==> config.mk <==
export PLATFORM = sky130hd
export DESIGN_NAME = pipe_ctrl_flat
export DESIGN_NICKNAME = d
export VERILOG_FILES = /design/src/rtl/pipe_ctrl_if.sv /design/src/rtl/pipe_ctrl.sv /design/src/flat_wrapper.sv
export SDC_FILE = /design/constraint.sdc
export NUM_CORES = 1
export LEC_CHECK = 0
export BUFFER_PORTS_ARGS = -buffer_cell sky130_fd_sc_hd__buf_2
export CAP_MARGIN = 10
export CORE_ASPECT_RATIO = 0.9
export CORE_MARGIN = 2
export CORE_UTILIZATION = 35
export CTS_CLUSTER_SIZE = 8
export DETAILED_ROUTE_END_ITERATION = 10
export PLACE_DENSITY = 0.82
export SKIP_LAST_GASP = 1
export SLEW_MARGIN = 0
export SYNTH_ARGS = -nofsm -noshare
export SYNTH_HDL_FRONTEND = slang
export SYNTH_SLANG_ARGS = --single-unit
==> constraint.sdc <==
create_clock -name clk -period 2.1 [get_ports clk]
set_input_delay 0 -clock clk [delete_from_list [all_inputs] [get_ports clk]]
set_output_delay 0 -clock clk [all_outputs]
set_load 0.02 [all_outputs]
==> src/rtl/pipe_ctrl_if.sv <==
// Control-path bundle between the pipeline stages and the pipeline controller.
// master drives requests/redirects and observes holds; slave is the controller.
interface pipe_ctrl_if;
  logic        jump_flag_i;
  logic [31:0] jump_addr_i;
  logic        int_assert_i;
  logic [31:0] int_addr_i;
  logic        hold_req_ex_i;
  logic        hold_req_bus_i;
  logic        hold_req_int_i;
  logic [2:0]  hold_flag_o;
  logic        jump_flag_o;
  logic [31:0] jump_addr_o;
  logic        bus_timeout_o;

  modport master (
    output jump_flag_i, jump_addr_i, int_assert_i, int_addr_i,
    output hold_req_ex_i, hold_req_bus_i, hold_req_int_i,
    input  hold_flag_o, jump_flag_o, jump_addr_o, bus_timeout_o
  );

  modport slave (
    input  jump_flag_i, jump_addr_i, int_assert_i, int_addr_i,
    input  hold_req_ex_i, hold_req_bus_i, hold_req_int_i,
    output hold_flag_o, jump_flag_o, jump_addr_o, bus_timeout_o
  );
endinterface

==> src/rtl/pipe_ctrl.sv <==
// Pipeline controller: PC redirect muxing, post-redirect flush sequencing,
// stall-level arbitration and a bus-hold watchdog.
module pipe_ctrl #(
  parameter int unsigned FLUSH_CYCLES = 1,
  parameter int unsigned BUS_TIMEOUT  = 255
) (
  input  logic      clk,
  input  logic      rst,
  pipe_ctrl_if.slave ctrl
);

  localparam logic [0:0] ST_IDLE  = 1'b0;
  localparam logic [0:0] ST_FLUSH = 1'b1;

  localparam logic [2:0] HOLD_NONE = 3'd0;
  localparam logic [2:0] HOLD_PC   = 3'd1;
  localparam logic [2:0] HOLD_ID   = 3'd3;

  localparam logic [3:0]  FLUSH_LOAD = 4'(FLUSH_CYCLES - 1);
  localparam logic [15:0] BUS_LAST   = 16'(BUS_TIMEOUT - 1);

  logic [0:0]  state_reg, state_next;
  logic [3:0]  flush_cnt_reg, flush_cnt_next;
  logic [15:0] bus_cnt_reg, bus_cnt_next;
  logic        timeout_reg, timeout_next;
  logic        redirect;
  logic [2:0]  hold_level;

  assign redirect = ctrl.jump_flag_i | ctrl.int_assert_i;

  always_comb begin
    state_next     = state_reg;
    flush_cnt_next = flush_cnt_reg;
    if (redirect) begin
      // A redirect always restarts the flush window, even mid-flush.
      state_next     = ST_FLUSH;
      flush_cnt_next = FLUSH_LOAD;
    end else if (state_reg == ST_FLUSH) begin
      if (flush_cnt_reg == 4'd0) begin
        state_next = ST_IDLE;
      end else begin
        flush_cnt_next = flush_cnt_reg - 4'd1;
      end
    end
  end

  // Watchdog tracks the raw bus hold, regardless of FSM state or other holds.
  always_comb begin
    bus_cnt_next = 16'd0;
    timeout_next = 1'b0;
    if (ctrl.hold_req_bus_i) begin
      if (bus_cnt_reg == BUS_LAST) begin
        timeout_next = 1'b1;
      end else begin
        bus_cnt_next = bus_cnt_reg + 16'd1;
      end
    end
  end

  always_ff @(posedge clk) begin
    if (rst) begin
      state_reg     <= ST_IDLE;
      flush_cnt_reg <= 4'd0;
      bus_cnt_reg   <= 16'd0;
      timeout_reg   <= 1'b0;
    end else begin
      state_reg     <= state_next;
      flush_cnt_reg <= flush_cnt_next;
      bus_cnt_reg   <= bus_cnt_next;
      timeout_reg   <= timeout_next;
    end
  end

  always_comb begin
    hold_level = HOLD_NONE;
    if (rst) begin
      hold_level = HOLD_NONE;
    end else if (redirect || ctrl.hold_req_ex_i || (state_reg == ST_FLUSH)) begin
      hold_level = HOLD_ID;
    end else if (ctrl.hold_req_bus_i || ctrl.hold_req_int_i) begin
      hold_level = HOLD_PC;
    end
  end

  assign ctrl.hold_flag_o   = hold_level;
  assign ctrl.jump_flag_o   = redirect & ~rst;
  assign ctrl.jump_addr_o   = rst ? 32'd0 :
                              (ctrl.int_assert_i ? ctrl.int_addr_i : ctrl.jump_addr_i);
  assign ctrl.bus_timeout_o = timeout_reg;

endmodule
==> src/flat_wrapper.sv <==
// flat-port wrapper written by rule: the top's interface ports become plain ports
module pipe_ctrl_flat 
#(
  parameter int unsigned FLUSH_CYCLES = 1,
  parameter int unsigned BUS_TIMEOUT  = 255
)
  (clk, rst, ctrl_jump_flag_i, ctrl_jump_addr_i, ctrl_int_assert_i, ctrl_int_addr_i, ctrl_hold_req_ex_i, ctrl_hold_req_bus_i, ctrl_hold_req_int_i, ctrl_hold_flag_o, ctrl_jump_flag_o, ctrl_jump_addr_o, ctrl_bus_timeout_o);
  pipe_ctrl_if ctrl_i ();
  input  logic clk;
  input  logic rst;
  input wire logic [$bits(ctrl_i.jump_flag_i)-1:0] ctrl_jump_flag_i;
  input wire logic [$bits(ctrl_i.jump_addr_i)-1:0] ctrl_jump_addr_i;
  input wire logic [$bits(ctrl_i.int_assert_i)-1:0] ctrl_int_assert_i;
  input wire logic [$bits(ctrl_i.int_addr_i)-1:0] ctrl_int_addr_i;
  input wire logic [$bits(ctrl_i.hold_req_ex_i)-1:0] ctrl_hold_req_ex_i;
  input wire logic [$bits(ctrl_i.hold_req_bus_i)-1:0] ctrl_hold_req_bus_i;
  input wire logic [$bits(ctrl_i.hold_req_int_i)-1:0] ctrl_hold_req_int_i;
  output wire logic [$bits(ctrl_i.hold_flag_o)-1:0] ctrl_hold_flag_o;
  output wire logic [$bits(ctrl_i.jump_flag_o)-1:0] ctrl_jump_flag_o;
  output wire logic [$bits(ctrl_i.jump_addr_o)-1:0] ctrl_jump_addr_o;
  output wire logic [$bits(ctrl_i.bus_timeout_o)-1:0] ctrl_bus_timeout_o;
  assign ctrl_i.jump_flag_i = ctrl_jump_flag_i;
  assign ctrl_i.jump_addr_i = ctrl_jump_addr_i;
  assign ctrl_i.int_assert_i = ctrl_int_assert_i;
  assign ctrl_i.int_addr_i = ctrl_int_addr_i;
  assign ctrl_i.hold_req_ex_i = ctrl_hold_req_ex_i;
  assign ctrl_i.hold_req_bus_i = ctrl_hold_req_bus_i;
  assign ctrl_i.hold_req_int_i = ctrl_hold_req_int_i;
  assign ctrl_hold_flag_o = ctrl_i.hold_flag_o;
  assign ctrl_jump_flag_o = ctrl_i.jump_flag_o;
  assign ctrl_jump_addr_o = ctrl_i.jump_addr_o;
  assign ctrl_bus_timeout_o = ctrl_i.bus_timeout_o;
  pipe_ctrl #(.FLUSH_CYCLES(FLUSH_CYCLES), .BUS_TIMEOUT(BUS_TIMEOUT)) u_core (.clk(clk), .rst(rst), .ctrl(ctrl_i));
endmodule
# --- Yosys cells after proc, flatten, opt, wreduce, memory -nomap -nowiden ---
# Cells that the tools add are included.
classes:
  add_sub_neg: 2
  n_eq_ne: 1
  n_mux: 9
  n_bitwise: 5
  reduce_logical: 8
ops:
  columns: ["cell", "count"]
  rows:
  - ["$mux 32", 2]
  - ["$add 16x1->16 const B", 1]
  - ["$eq 16x8->1 const B", 1]
  - ["$mux 3", 2]
  - ["$mux 1", 5]
  - ["$logic_not 4->1", 1]
  - ["$reduce_or 2->1", 2]
  - ["$sub 4x1->4 const B", 1]
  - ["$logic_or 1x1->1", 3]
  - ["$not 1->1", 3]
  - ["$reduce_or 3->1", 1]
  - ["$reduce_and 2->1", 1]
  - ["$and 1x1->1", 1]
  - ["$or 1x1->1", 1]
totals:
  regBits: 22
  inputBits: 71
  output_inout_bits: 37
  word_cells: 29

# --- Depth between registers and ports, before layout ---
depth:
  ltp_word: 5
  ltp_mapped: 7

# --- Worst setup path before layout ---
# Ideal clock, no wire load.
synth_path:
  path_type: "register to register"
  from: "reg u_core.bus_cnt_reg[1]"
  to: "reg u_core.bus_cnt_reg[12]"
  setup_time_ns: 0.115
  t_arrival_ns: 1.278
  required_ns: 1.985
  path_slack_ns: 0.708
  stages_incl_launch_ff: 7
  path_buffers: 1
  synth_period_minus_slack_ns: 1.392
  cell_sequence: "dfxtp_1 -> ha_1 -> nor4b_1 -> nand4_1 -> nand3b_2 -> buf_6 -> nor2_1"
synth_via:
  elab_chain_len: 2
  elab_cells_between_ends: 3
  cone_classes: "1 x add/sub; 1 x eq/ne; 1 x reduce/logical"
synth_rtl:
  columns: ["element", "line_no", "text"]
  rows:
  - ["from (decl)", "pipe_ctrl.sv:24", "logic [15:0] bus_cnt_reg, bus_cnt_next;"]
  - ["from (signal assigned)", "pipe_ctrl.sv:69", "bus_cnt_reg <= bus_cnt_next;"]
  - ["parallel branches: the longest is 2 deep, another holds $add 16x1->16", null, null]
# Parallel ways; which one is timed is not known.
# A chain may end at the register's enable or synchronous reset.

# --- Worst setup path in the final report ---
layout_path:
  from: "reg u_core.bus_cnt_reg[1]"
  to: "reg u_core.bus_cnt_reg[6]"
# Same word-level chain as after synthesis.

==> impl_metrics.py <==
metrics = {
    "setup_path": {
        "crit_fanout": 16,
        "cp_slowest_cell": "dfxtp_1",
        "cp_data_required_time_ps": 2240,
        "setup.worst_path.end_class": "flop",
        "cp_num_buf_inv": 0,
        "cp_top_family": "simple AND/OR/NAND/NOR gates",
        "cpPeakStageDelay_ps": 430,
        "crit_type": "reg2reg",
        "crit_path_cell_trace": "ha_1 -> nor4b_1 -> nand4_1 -> nand3b_2 -> nor2_1",
        "arrival_ps": 1710,
        "start_kind": "flop",
        "critical_path_depth": 5,
        "ff2ff_path_depth": 5,
    },
    "clock_tree": {
        "cts_buffers": 3,
        "cts_tree": "yes",
        "clk_latency_ps": 260,
        "cts_max_path_buffers": 2,
        "path_clk_slew_ps": 80,
        "clock_sinks": 22,
        "htreeDepth": 1,
        "cts_root_buf": "clkbuf_8",
    },
    "cells_and_area": {
        "multi_input_area_sq_um": 999.7,
        "largest_reg_flops": 16,
        "diodes": 0,
        "final-seq-area_sq_um": 440.4,
        "drive_gt1_share_pct": 41.46,
        "nets": 362,
        "design_area_sq_mm": 0.002118,
        "syn2layout_area_growth_pct": 39.69,
        "fillers": 385,
    },
    "min_path": {
        "hold_depth": 2,
        "min_path_type": "in2reg",
    },
    "logic_synthesis": {
        "synth_nets": 260,
        "postSynthAreaPerCell_sq_um": 8.153,
        "synth_cell_types": 35,
        "ys_seq_elements": 22,
        "yosysTopAreaCell": "dfxtp_1",
        "synth_area_sq_mm": 0.001516,
        "yosys-top-cells-area": "dfxtp_1 (29%), mux2i_1 (21%), nor2_1 (14%), xnor2_1 (6.4%), xor2_1 (3.5%)",
        "post_synth_inst_count": 186,
        "ys_warn_count": 0,
        "ys_seq_area_share_pct": 29.04,
        "yosysTopAreaCellShare_pct": 29.04,
    },
    "drt": {
        "antenna_left": 0,
        "drt_iter0_drc": 50,
        "drtPass1Iterations": 4,
        "vias": 1608,
        "drt-wirelength-per-cell_microns": 11.53,
        "post_drt_via_cell_ratio": 4.800,
        "postRouteWirelength_microns": 3862,
        "drc": 0,
    },
    "sta": {
        "fin_skew_ps": 4.776,
        "rsz0062_at_grt": "false",
        "fmax_ghz": 0.6364,
        "hold_viol": 0,
        "maxSlewViolCount": 0,
        "worst_slack_ps": 528.6,
        "relSlewSlack_pct": 40.59,
        "tightest_slew_ps": 891.1,
        "fin_tns_setup_ps": 0,
        "setup_viol": 0,
        "hold_slack_ps": 35.22,
        "fin_crit_ps": 1571,
        "finalCritPeriodShare_pct": 74.83,
    },
    "power": {
        "powerDensity_mw_per_mm2": 469.7,
        "peakVddDrop_mv": 0.2138,
        "power.leakage_nw": 1.069,
        "clkPwrFrac_pct": 30.5,
        "combPwrFrac_pct": 26.9,
        "p_sw_mw": 0.2898,
        "p_int_mw": 0.7052,
        "swShare_pct": 29.12,
        "seqPwrFrac_pct": 42.6,
    },
    "run": {
        "maxCapViolations": 0,
    },
    "placed_design": {
        "place_area_sq_mm": 0.002053,
        "place_ws_ps": 532.1,
        "hpwl_microns": 3171,
        "gp_congestion": 0.8454,
        "port_buffers": 106,
    },
    "global_routing": {
        "grt_max_degree": 40,
        "grt_overflow_total": 0,
        "grt_usage_pct": 15.88,
        "grt_pass1_wl_microns": 6230,
        "first_global_vias": 1512,
        "antenna_found_initial": 0,
    },
    "floorplanning": {
        "start_util_pct": 36.73,
        "ios": 108,
        "dieWidth_microns": 73.39,
        "fp.dieH_microns": 66.45,
        "row_count": 22,
        "dieArea_sq_mm": 0.004876,
        "core_area_sq_mm": 0.004129,
    },
    "status": {
        "status": "finished clean",
    },
}
==> cell usage after synthesis, drive strengths merged <==
cell / n
inv: 6
nor4: 4
nor2: 59
xor2: 6
nand3b: 1
conb: 1
dfxtp: 22
clkbuf: 3
nand3: 4
nor3: 5
nor3b: 1
a211oi: 1
and3: 1
mux2i: 32
o211ai: 1
xnor2: 11
a31oi: 1
and4: 1
a21oi: 1
and4bb: 1
or3: 1
buf: 7
o311ai: 1
o31a: 1
nand4: 7
ha: 3
nor4b: 1
nand2: 3
==> kinds of logic after synthesis <==
group	Yosys count	synth area share [%]
DFF	22	29.04
AOI/OAI and AO/OA	6	2.888
and+or+nand+nor	89	29.37
other	1	0.2473
xor gates and xnor gates	17	9.818
muxes	32	21.12
adders and majority gates	3	2.476
buffers and inverters	16	5.033
==> power by group through the flow <==
stage / Sequential, mW / Clock (mW) / Combinational, mW
6_report: 0.424 / 0.303 / 0.267
3_3_place_gp: 0.434 / 0 / 0.266
2_1_floorplan: 0.433 / 0 / 0.157
3_5_place_dp: 0.434 / 0 / 0.269
5_1_grt: 0.425 / 0.323 / 0.291
4_1_cts: 0.424 / 0.305 / 0.271
==> timing repair <==
action                                 in CTS  in global routing
gates resized for setup                     0                  0
endpoints found under the hold margin       1                  0
hold buffers                                1                  0
buffers inserted                            0                  0
==> layer usage <==
layer	vias to the layer above	GRT usage (%)	routed length, microns
li1	836	-	-
met1	711	16.06	1547
met2	55	31.53	2036
met3	6	4.421	245
met4	0	3.864	33
met5	-	0	0
==> worst register-to-register path, delay by kind of cell, from the launching register on <==
kind,cells,cell delay [ps]
flip-flops,1,430
AND/OR/NAND/NOR,4,840
adder cells (fa/ha/maj),1,180
==> worst paths after layout <==
path | from | to | slack [ps]
worst max-delay path | u_core.bus_cnt_reg[1] | u_core.bus_cnt_reg[6] | 530
worst min-delay path | ctrl_hold_req_bus_i | u_core.ctrl.bus_timeout_o | 40
worst max register to register | u_core.bus_cnt_reg[1] | u_core.bus_cnt_reg[6] | 530
worst min register to register | u_core.bus_cnt_reg[0] | u_core.bus_cnt_reg[0] | 530
==> layout make-up <==
class                           count  area share, %
Clock buffer                        4          2.599
Inverter                            6          1.063
Multi-Input combinational cell    148          47.19
Sequential cell                    22          20.79
Tap cell                           48          2.835
Timing Repair Buffer              107          25.52
==> placed cells by master, fill, tap and decap left out, drive strengths merged <==
cell type / count
dlygate4sd3: 1
a31oi: 1
clkbuf: 4
nor4b: 1
nand3b: 1
nor3b: 1
o211ai: 1
o311ai: 1
a211oi: 1
conb: 1
xnor2: 11
o31a: 1
and4bb: 1
buf: 106
a21oi: 1
dfxtp: 22
nand2: 3
and4: 1
nor4: 4
nor2: 59
and3: 1
inv: 6
xor2: 6
nor3: 5
mux2i: 32
nand4: 7
ha: 3
or3: 1
nand3: 4
==> metrics by stage <==
stage          util, %  power, mW  cells
2_1_floorplan        -     0.5899    186
3_3_place_gp     49.73     0.6996    330
3_5_place_dp     49.73     0.7033    330
4_1_cts          51.30     0.9999    335
5_1_grt          51.30      1.039    335
6_report         51.30     0.9950    335
(Power assumes the default switching activity.)
